--- src/rtl/coproc_pkg.sv ---
// Shared constants and types for the scalar-multiply coprocessor datapath.
// The loader and the ALU stage both take the operand width FLAT_W from here.
package coproc_pkg;

  localparam int N      = 5;
  localparam int DW     = 8;
  localparam int ELEMS  = N * N;
  localparam int FLAT_W = ELEMS * DW;
  localparam int IDX_W  = 5;

  localparam logic [IDX_W-1:0] LAST_IDX = 5'd24;

  typedef enum logic [1:0] {
    IDLE   = 2'd0,
    LOAD_A = 2'd1,
    LOAD_S = 2'd2,
    HOLD   = 2'd3
  } loader_state_e;

endpackage

--- src/rtl/matrix_scalar_loader.sv ---
// Collects 25 matrix bytes plus one scalar byte from a valid/ready stream
// and holds the assembled operands until the ALU stage acknowledges them.
module matrix_scalar_loader
  import coproc_pkg::*;
(
  input  logic              clk,
  input  logic              rst_n,
  input  logic              start,
  input  logic              abort,
  input  logic              in_valid,
  input  logic [DW-1:0]     in_data,
  output logic              in_ready,
  output logic [FLAT_W-1:0] A_flat,
  output logic [DW-1:0]     scalar,
  output logic              out_valid,
  input  logic              out_ack,
  output logic [IDX_W-1:0]  elem_idx,
  output logic              busy
);

  loader_state_e     state_r;
  loader_state_e     next_state_s;
  logic              in_ready_s;
  logic              transfer_s;
  logic [FLAT_W-1:0] a_flat_r;
  logic [DW-1:0]     scalar_r;
  logic              out_valid_r;
  logic [IDX_W-1:0]  elem_idx_r;
  logic              busy_r;

  assign in_ready_s = (state_r == LOAD_A) || (state_r == LOAD_S);
  assign transfer_s = in_valid && in_ready_s;

  // Next-state decode; abort overrides every other input.
  always_comb begin
    next_state_s = state_r;
    if (abort) begin
      next_state_s = IDLE;
    end else begin
      case (state_r)
        IDLE: begin
          if (start) next_state_s = LOAD_A;
          else       next_state_s = IDLE;
        end
        LOAD_A: begin
          if (transfer_s && (elem_idx_r == LAST_IDX)) next_state_s = LOAD_S;
          else                                        next_state_s = LOAD_A;
        end
        LOAD_S: begin
          if (transfer_s) next_state_s = HOLD;
          else            next_state_s = LOAD_S;
        end
        HOLD: begin
          if (out_ack) next_state_s = IDLE;
          else         next_state_s = HOLD;
        end
        default: next_state_s = IDLE;
      endcase
    end
  end

  // State register and the busy flag derived from the upcoming state.
  always_ff @(posedge clk or negedge rst_n) begin
    if (!rst_n) begin
      state_r <= IDLE;
      busy_r  <= 1'b0;
    end else begin
      state_r <= next_state_s;
      busy_r  <= (next_state_s != IDLE);
    end
  end

  // Operand capture, element counter and output-valid flag.
  always_ff @(posedge clk or negedge rst_n) begin
    if (!rst_n) begin
      a_flat_r    <= '0;
      scalar_r    <= 8'd0;
      elem_idx_r  <= 5'd0;
      out_valid_r <= 1'b0;
    end else if (abort) begin
      a_flat_r    <= '0;
      scalar_r    <= 8'd0;
      elem_idx_r  <= 5'd0;
      out_valid_r <= 1'b0;
    end else begin
      case (state_r)
        IDLE: begin
          // Scalar is kept from the previous load; only the matrix is cleared.
          if (start) begin
            a_flat_r   <= '0;
            elem_idx_r <= 5'd0;
          end
        end
        LOAD_A: begin
          if (transfer_s) begin
            for (int i = 0; i < ELEMS; i++) begin
              if (elem_idx_r == IDX_W'(i)) a_flat_r[i*DW +: DW] <= in_data;
            end
            elem_idx_r <= elem_idx_r + 5'd1;
          end
        end
        LOAD_S: begin
          if (transfer_s) begin
            scalar_r    <= in_data;
            out_valid_r <= 1'b1;
          end
        end
        HOLD: begin
          if (out_ack) begin
            out_valid_r <= 1'b0;
            elem_idx_r  <= 5'd0;
          end
        end
        default: begin
          out_valid_r <= 1'b0;
          elem_idx_r  <= 5'd0;
        end
      endcase
    end
  end

  assign in_ready  = in_ready_s;
  assign A_flat    = a_flat_r;
  assign scalar    = scalar_r;
  assign out_valid = out_valid_r;
  assign elem_idx  = elem_idx_r;
  assign busy      = busy_r;

endmodule

--- config.mk ---
export PLATFORM = sky130hd
export DESIGN_NAME = matrix_scalar_loader
export DESIGN_NICKNAME = d
export VERILOG_FILES = /design/src/rtl/coproc_pkg.sv /design/src/rtl/matrix_scalar_loader.sv
export SDC_FILE = /design/constraint.sdc
export NUM_CORES = 1
export LEC_CHECK = 0
export CORE_ASPECT_RATIO = 1.4
export CORE_MARGIN = 3
export CORE_UTILIZATION = 28
export DETAILED_ROUTE_END_ITERATION = 6
export GPL_ROUTABILITY_DRIVEN = 0
export GPL_TIMING_DRIVEN = 0
export PLACE_DENSITY = 0.57
export SETUP_SLACK_MARGIN = 0.05
export SYNTH_ARGS = -nofsm -noshare
export SYNTH_HDL_FRONTEND = slang
export SYNTH_SLANG_ARGS = --single-unit
--- constraint.sdc ---
create_clock -name clk -period 2.2 [get_ports clk]
set_input_delay 0.33 -clock clk [delete_from_list [all_inputs] [get_ports clk]]
set_output_delay 0.33 -clock clk [all_outputs]
set_load 0.05 [all_outputs]
# == Yosys cells after proc, flatten, opt, wreduce, memory -nomap -nowiden ==
# Cells that the tools add are included.
# word_totals
ff_bits,217
input_bits,14
out_inout_bits,216
wordCells,173
# classes
n_addsub,1
eq_ne,56
n_mux,47
n_reduce_logical,39
# op_table
operator,count
200-bit two-way mux,3
200-bit one-hot mux with 2 select lines,1
8-bit two-way mux,28
4-bit AND reduction,26
3-bit by 2-bit inequality test with 1-bit output (second input constant),25
5-bit equality test (second input constant),9
5-bit by 4-bit equality test with 1-bit output (second input constant),8
5-bit by 3-bit equality test with 1-bit output (second input constant),4
5-bit two-way mux,4
5-bit one-hot mux with 3 select lines,1
3-bit inequality test (second input constant),4
5-bit by 2-bit equality test with 1-bit output (second input constant),2
2-bit one-hot mux with 4 select lines,1
2-bit two-way mux,3
2-bit nonzero test,3
3-bit nonzero test,2
5-bit by 1-bit adder with 5-bit output (second input constant),1
5-bit by 1-bit equality test with 1-bit output (second input constant),1
5-bit logical NOT,1
1-bit two-way mux,5
2-bit equality test (second input constant),2
4-bit nonzero test,1
3-bit AND reduction,1
2-bit by 1-bit equality test with 1-bit output (second input constant),1
5 further kinds,6

# == Longest topological paths before layout ==
# Gate-level depths: netlist of run 1.
# depth
ltp_word,8
mapped_depth,9
ltp_nobuf,7

# == Worst setup path after synthesis of run 1 ==
# Ideal clock, no wire load.
# synth_path
path_type,reg2reg
start,register state_r[0]
end,"register a_flat_r[40], in the netlist A_flat[40]"
setup_time_ns,0.121
t_arrival_ns,2.142
required_ns,2.079
slack_ns,-0.063
path_stages_with_launch,9
path_buffers,2
period_less_slack_ns,2.263
path_cell_list,dfrtp_1 > inv_1 > ha_1 > buf_2 > a21boi_1 > o21ai_4 > buf_4 > o21ai_2 > a22o_1
# synth_between
elab_chain_len,5
elab_cells_between_ends,12
cone_classes,eq/ne: 5; mux: 2; reduce/logical: 5
# synth_rtl
element,line,rtl
from (decl),matrix_scalar_loader.sv:21,loader_state_e state_r;
from (signal assigned),matrix_scalar_loader.sv:68,state_r <= next_state_s;
2-bit by 1-bit equality test with 1-bit output or 2-bit equality test (tied branches),matrix_scalar_loader.sv:31,assign in_ready_s = (state_r == LOAD_A) || (state_r == LOAD_S);
1-bit logical OR (*),matrix_scalar_loader.sv:31,
named net in_ready,matrix_scalar_loader.sv:12,"output logic in_ready,"
1-bit logical AND (*),matrix_scalar_loader.sv:32,assign transfer_s = in_valid && in_ready_s;
3-bit inequality test (no line) (*),n/a,
4-bit AND reduction (no line) (*),n/a,
"to (signal, indexed assignment)",matrix_scalar_loader.sv:97,if (elem_idx_r == IDX_W'(i)) a_flat_r[i*DW +: DW] <= in_data;
to (decl),matrix_scalar_loader.sv:25,logic [FLAT_W-1:0] a_flat_r;
# The timed path passes the listed nets; every way through them passes the cells marked *.
# A chain may end at the register's enable or synchronous reset.

# == Worst setup path in the final report of run 1 ==
# layout_path
start,"register out_valid_r, in the netlist out_valid"
end,output out_valid
# layout_lines
element,line,rtl
from (decl),matrix_scalar_loader.sv:27,logic out_valid_r;
from (signal assigned),matrix_scalar_loader.sv:79,out_valid_r <= 1'b0;
from (signal assigned),matrix_scalar_loader.sv:84,out_valid_r <= 1'b0;
from (signal assigned),matrix_scalar_loader.sv:105,out_valid_r <= 1'b1;
to (decl),matrix_scalar_loader.sv:15,"output logic out_valid,"
# No word-level cell between the ends.

==> run_results.csv, run 1 <==
group,metric,value,unit
status,status,"complete, no violations",
drt,drt_iter0_drc,423,
finish,layout-drive-gt1-share,18.9,%
drt,met2_length,15.2,mm
power_and_ir_drop,ir_drop,418,µV
placement,hpwlAfterDp,21.1,mm
logic_synthesis,syn-num-nets,687,
power_and_ir_drop,seqPwrFrac,46.7,%
die,die_y,214,µm
timing,finalHoldViolations,0,
die,die_width,155,µm
worst_setup_path,crit_family,"buffers and inverters",
timing,skew,11.6,ps
power_and_ir_drop,p_switching,2.09,mW
logic_synthesis,synth.distinct_cells,51,
finish,finalNetCount,959,
power_and_ir_drop,p_int,6.49,mW
drt,wl_met1,12.5,mm
die,die-area,33200,µm²
die,initial_utilization,28.7,%
die,rows,75,
clock_tree,path_clk_slew,70,ps
drt,met3WireLength,1.37,mm
logic_synthesis,ys_seq_area_share,62.5,%
power_and_ir_drop,p_clk_share,45.9,%
worst_setup_path,end_kind,"output pin",
worst_setup_path,reg2reg_slack,150,ps
timing,post-route-period-util,94.7,%
placement,place_ws,-694,ps
power_and_ir_drop,p_sw_share,24.3,%
drt,top_layer_used,"met4",
timing,drv_slew,0,
timing,max_freq,480,MHz
drt,wl,30.3,mm
power_and_ir_drop,power_density,665,nW/µm²
drt,viasPerCell,5.12,
timing,period_minus_slack,2080,ps
logic_synthesis,yosys_warnings,0,
logic_synthesis,synth-seq-cells,217,
drt,avgRoutedWirePerCell,22.7,µm
clock_tree,cts_made_buffers,23,
die,core_area,30300,µm²
drt,via_count,6838,
worst_setup_path,worst-r2r-cell-count,9,
worst_setup_path,required,1870,ps
clock_tree,clk_path_buf_depth,3,
worst_setup_path,r2r-start,"state_r[1]$_DFF_PN0_",
worst_setup_path,critical_path_class,"flop to output pin",
finish,syn2layout_area_growth,48.4,%
drt,drtAntennaViolNets,0,
timing,worst_pin_slew,739,ps
logic_synthesis,synthArstFlopShare,100,%
worst_setup_path,crit_arrival,1750,ps
worst_setup_path,path_buf_inv,1,
clock_tree,cts_htree_levels,1,
global_route,grt_max_degree,92,
timing,slew_headroom,50.7,%
worst_setup_path,start_kind,"flop",
global_route,grt_pass1_vias,6878,
logic_synthesis,synth_top_flop_cell,"dfrtp_1",
drt,route.detailed.drc,0,
timing,setup_viol,0,
drt,firstDrtPassIters,4,
timing,fin_ws,117,ps
clock_tree,worstSkewPairLatency,520,ps
power_and_ir_drop,finalPower,8.58,mW
clock_tree,clkSinkCount,217,
worst_setup_path,worst-path-max-fanout,3,
logic_synthesis,syn-cell-area,8690,µm²
logic_synthesis,synth_edf_count,0,
worst_setup_path,worstPathCellList,"clkdlybuf4s50_1",
worst_setup_path,reg2reg_to,"A_flat[135]$_DFFE_PN0P_",
clock_tree,cts-root-buf,"clkbuf_16",
die,io_pins,230,
global_route,track_usage,17.7,%
power_and_ir_drop,p_comb_share,7.4,%
worst_setup_path,cp_slowest_stage_delay,870,ps
logic_synthesis,synth_cells,664,
global_route,overflow,0,
global_route,antenna_found_initial,1,
clock_tree,tritoncts,"yes",
hold_path,hp-class,"primary input to async pin",
logic_synthesis,syn_avg_cell_area,13.1,µm²
placement,io_buffers,229,
job,maxCapViolations,0,
worst_setup_path,slowest_stage,"clkdlybuf4s50_1",
power_and_ir_drop,p_leak,5.54,nW
timing,rsz0062_at_grt,"yes",
global_route,grt_pass1_wl,45.6,mm
-- worst max-delay path by stage --
| stage | depth (start not counted) | from | end | slack, ps |
|---|---|---|---|---|
| 2_1_floorplan | 8 | state_r[1]$_DFF_PN0_ | A_flat[40]$_DFFE_PN0P_ | 50 |
| 3_3_place_gp | 1 | rst_n | elem_idx[2]$_DFFE_PN0P_ | -9240 |
| 3_5_place_dp | 5 | in_valid | A_flat[135]$_DFFE_PN0P_ | -690 |
| 4_1_cts | 8 | state_r[0]$_DFF_PN0_ | A_flat[33]$_DFFE_PN0P_ | 20 |
| 5_1_grt | 9 | state_r[1]$_DFF_PN0_ | A_flat[135]$_DFFE_PN0P_ | 30 |
| 6_report | 1 | out_valid$_DFFE_PN0P_ | out_valid | 120 |
-- metal layers --
| layer | vias up | track usage (%) |
|---|---|---|
| met5 | - | 0 |
| met2 | 214 | 29.8 |
| met3 | 59 | 2.44 |
| met4 | 0 | 6.80 |
| li1 | 3056 | - |
| met1 | 3509 | 23.2 |
-- sequential cells by signal, indices dropped and copies added (netlist names) --
| signal | count |
|---|---|
| busy | 1 |
| state_r | 2 |
| scalar | 8 |
| A_flat | 200 |
| out_valid | 1 |
| elem_idx | 5 |
-- final cells by class --
type,count,area [µm²]
plain buffers,33,275
diodes,1,2.50
multi-input cells,403,3320
well taps,385,482
fillers,2813,17400
clock inverters,7,76.3
flip-flops and latches,217,5440
repair buffers,252,2590
inverters,6,22.5
clock buffers,32,689
-- placed cells by master, fill, tap and decap left out, drive strengths merged, types with 2 or more instances in the layout --
cell type | Yosys | layout
nand2b | 6 | 6
clkinv | 0 | 4
dfrtp | 217 | 217
buf | 23 | 43
nand3 | 4 | 4
o2bb2ai | 41 | 41
nor4b | 2 | 2
a22o | 153 | 153
inv | 6 | 7
clkdlybuf4s50 | 0 | 224
and3 | 2 | 2
clkbuf | 15 | 45
or2 | 3 | 3
dlygate4sd2 | 0 | 2
and2 | 16 | 16
nor2b | 2 | 2
nor3 | 11 | 11
nor2 | 17 | 17
nand2 | 67 | 67
a21oi | 19 | 19
nand4b | 5 | 5
o21ai | 31 | 31
ha | 9 | 9
-- per-stage QoR --
step                setup TNS [ps]  hold slack (ps)  instances  util (%)  cell area (µm²)
floorplan                        0             34.4        664         -             8700
global route                     0              335       1336      42.5            12900
detailed placement          -41030              258       1280      38.0            11500
global placement          -1865020              472       1278      37.8            11500
CTS                              0              306       1326      41.3            12500
finish                           0              299       1336      42.5            12900
-- kinds of logic (layout without fill, tap and decap cells) --
| family | after synthesis | after routing | synth area share [%] |
|---|---|---|---|
| AO/OA/AOI/OAI | 250 | 250 | 23.7 |
| flip-flops | 217 | 217 | 62.5 |
| AND/OR/NAND/NOR | 142 | 142 | 9.69 |
| buffers and inverters | 44 | 330 | 2.52 |
| adder cells (fa/ha/maj) | 9 | 9 | 1.30 |
| multiplexers | 2 | 2 | 0.288 |
| other | 0 | 1 | 0 |
-- worst reg2reg max path: cells and delay by family (launching register included) --
kind            cells  cell delay [ps]
buf+inv             4              650
simple gates        3              600
compound gates      1              190
fa+ha+maj           1              160
flops               1              380
-- power groups by stage --
stage | Combinational [mW] | Clock (mW) | Sequential (mW)
global route | 0.692 | 4.17 | 4.00
CTS | 0.577 | 4.04 | 4.01
global placement | 0.520 | 0 | 4.08
detailed placement | 0.536 | 0 | 4.08
finish | 0.636 | 3.93 | 4.01
floorplan | 0.247 | 0 | 4.11
-- cell usage after synthesis (2+ instances only) --
cell type	instances	area share [%]
ha_1	9	1.3
a21oi_1	13	0.75
nand2b_1	4	0.29
o21ai_2	8	0.81
a22o_1	153	15
nor2_4	3	0.39
clkbuf_1	15	0.65
and2_0	2	0.14
nor4b_4	2	0.55
nor2_1	6	0.26
buf_4	8	0.69
inv_1	6	0.26
a21oi_2	6	0.60
and2_1	14	1.0
dfrtp_1	217	63
o2bb2ai_1	41	4.1
o21ai_0	15	0.86
buf_2	13	0.75
nand2b_2	2	0.20
nor2_2	8	0.58
and3_1	2	0.14
o21ai_1	7	0.40
nor3_4	6	1.1
nand2_1	66	2.9
nor2b_1	2	0.14
nor3_1	4	0.23
nand3_1	4	0.23
nand4b_1	5	0.50
-- timing repair --
| action | in CTS | in global routing |
|---|---|---|
| resized for setup | 58 | 54 |
| hold buffers | 1 | 0 |
| gates cloned | 0 | 2 |
| pin swaps | 3 | 10 |
| endpoints found under the hold margin | 46 | 0 |
| setup endpoints to repair | 193 | 184 |
| buffers inserted | 6 | 12 |
Power figures use the tool's default switching activity.
==> inputs of run 2 (changes only) <==
--- a/config.mk
+++ b/config.mk
@@ -8,6 +8,7 @@
 export CORE_ASPECT_RATIO = 1.4
 export CORE_MARGIN = 3
 export CORE_UTILIZATION = 28
+export CTS_CLUSTER_DIAMETER = 50
 export DETAILED_ROUTE_END_ITERATION = 6
 export GPL_ROUTABILITY_DRIVEN = 0
 export GPL_TIMING_DRIVEN = 0
==> run 2 against run 1 <==
- sequential share of layout area up 0.11 points
- setup slack worse by 32 ps
- sequential power about the same
- hold slack worse by 6.5 ps
- sequential cell count unchanged
- critical endpoint is now A_flat[177]
==> run_results.csv, run 2 (synthesis gave the netlist of run 1 again) <==
group,metric,value,unit
clock_tree,clkSinkCount,217,
die,core_area,30300,µm²
worst_setup_path,required,1870,ps
job,maxCapViolations,0,
finish,syn2layout_area_growth,48.0,%
timing,max_freq,473,MHz
finish,fillCellCount,2821,
worst_setup_path,worst-r2r-cell-count,8,
drt,firstDrtPassIters,4,
worst_setup_path,crit_family,"buffers and inverters",
timing,slew_headroom,55.3,%
die,initial_utilization,28.7,%
finish,final_common_cell,"clkdlybuf4s50_1",
clock_tree,cts_htree_levels,1,
timing,worst_pin_slew,666,ps
clock_tree,cts-root-buf,"clkbuf_16",
finish,multi_input_comb_area,3250,µm²
worst_setup_path,reg2reg_to,"A_flat[135]$_DFFE_PN0P_",
global_route,track_usage,17.8,%
worst_setup_path,start_kind,"flop",
placement,dpl_cell_area,11500,µm²
drt,avgRoutedWirePerCell,22.7,µm
die,die_y,214,µm
timing,post-route-period-util,96.1,%
clock_tree,path_clk_slew,70,ps
drt,via_count,6813,
die,die-area,33200,µm²
worst_setup_path,startpoint,"A_flat[177]$_DFFE_PN0P_",
worst_setup_path,end_kind,"output pin",
hold_path,hp-class,"primary input to async pin",
finish,layout-drive-gt1-share,18.3,%
finish,post-route-util,42.4,%
placement,hpwlAfterDp,21.1,mm
status,status,"complete, no violations",
worst_setup_path,worst-path-max-fanout,2,
worst_setup_path,cp_slowest_stage_delay,870,ps
placement,place_ws,-694,ps
timing,finalHoldViolations,0,
global_route,grt_pass1_vias,6964,
finish,final_cell_mix,"223 x clkdlybuf4s50_1, 213 x dfrtp_1, 153 x a22o_1, 57 x nand2_1, 32 x o2bb2ai_1",
drt,viasPerCell,5.09,
timing,drv_slew,0,
worst_setup_path,slowest_stage,"clkdlybuf4s50_1",
timing,period_minus_slack,2120,ps
drt,drt_iter0_drc,397,
power_and_ir_drop,p_leak,5.54,nW
clock_tree,clk_path_buf_depth,3,
clock_tree,worstSkewPairLatency,530,ps
timing,whs,293,ps
die,rows,75,
global_route,grt_max_degree,92,
worst_setup_path,path_buf_inv,1,
timing,fin_ws,84.7,ps
timing,rsz0062_at_grt,"yes",
clock_tree,tritoncts,"yes",
power_and_ir_drop,ir_drop,454,µV
drt,wl,30.3,mm
global_route,grt_pass1_wl,45.8,mm
die,die_width,155,µm
worst_setup_path,reg2reg_slack,90,ps
worst_setup_path,critical_path_class,"flop to output pin",
finish,regArea,5440,µm²
finish,stdcell_area,12900,µm²
die,io_pins,230,
drt,route.detailed.drc,0,
global_route,antenna_found_initial,1,
worst_setup_path,r2r-start,"state_r[0]$_DFF_PN0_",
timing,skew,12.6,ps
worst_setup_path,crit_arrival,1790,ps
global_route,overflow,0,
drt,drtAntennaViolNets,0,
worst_setup_path,worstPathCellList,"clkdlybuf4s50_1",
timing,setup_viol,0,
placement,io_buffers,229,
finish,largest_reg_flops,200,
finish,finalNetCount,958,
power_and_ir_drop,power_density,695,nW/µm²
clock_tree,cts_made_buffers,25,
run 2: changes by cell type in the layout (fill, tap and decap cells not counted), moves of 3 or more:
cell and delta:
clkbuf_1 +3, a21oi_4 -3, nand2_2 -5, o21ai_4 -4, a21oi_2 +3, buf_4 -3, nand2_1 +4, buf_6 -3
o21ai_2 +3
run 2: per-layer routing:
layer | up-vias | global-route usage (%) | routed length [µm]
met5 | - | 0 | 0
met4 | 0 | 6.92 | 1040
met3 | 49 | 2.52 | 1250
met2 | 201 | 30.2 | 15500
met1 | 3496 | 23.0 | 12600
li1 | 3067 | - | -
run 2: per-stage QoR:
step                      cells  TNS (ps)  total power [mW]
after floorplan             664         0              4.35
after global placement     1278  -1865020              4.61
after detailed placement   1280    -41030              4.62
after CTS                  1333         0              9.02
after global routing       1338     -66.0              9.22
final                      1338         0              8.94
run 2: worst max-delay path by stage:
| stage | endpoint | slack, ps | cells after the start |
|---|---|---|---|
| final | A_flat[177] | 80 | 1 |
| after global routing | A_flat[122]$_DFFE_PN0P_ | -20 | 9 |
| after CTS | A_flat[140]$_DFFE_PN0P_ | 20 | 9 |
| after detailed placement | A_flat[135]$_DFFE_PN0P_ | -690 | 5 |
| after global placement | elem_idx[2]$_DFFE_PN0P_ | -9240 | 1 |
| after floorplan | A_flat[40]$_DFFE_PN0P_ | 50 | 8 |
run 2: final cells by class:
| cell class | count | area share, % |
|---|---|---|
| Clock buffer | 32 | 5.54 |
| Sequential cell | 217 | 42.3 |
| Tap cell | 385 | 3.75 |
| Buffer | 37 | 2.14 |
| Timing Repair Buffer | 245 | 19.7 |
| Inverter | 6 | 0.175 |
| Antenna cell | 1 | 0.0195 |
| Multi-Input combinational cell | 403 | 25.2 |
| Clock inverter | 12 | 1.21 |
run 2: report_power, final:
group / switching [mW] / internal, mW
registers: 0.00707 / 4.00
clock network: 1.78 / 2.55
logic: 0.437 / 0.166
total: 2.22 / 6.72
run 2: what timing repair did:
| action | 4_1_cts | 5_1_grt |
|---|---|---|
| pin swaps | 3 | 5 |
| endpoints found under the hold margin | 46 | 0 |
| endpoints found under the setup margin | 190 | 184 |
| buffers inserted | 8 | 3 |
| gates cloned | 1 | 1 |
| resized for setup | 57 | 37 |
| hold buffers | 1 | 0 |
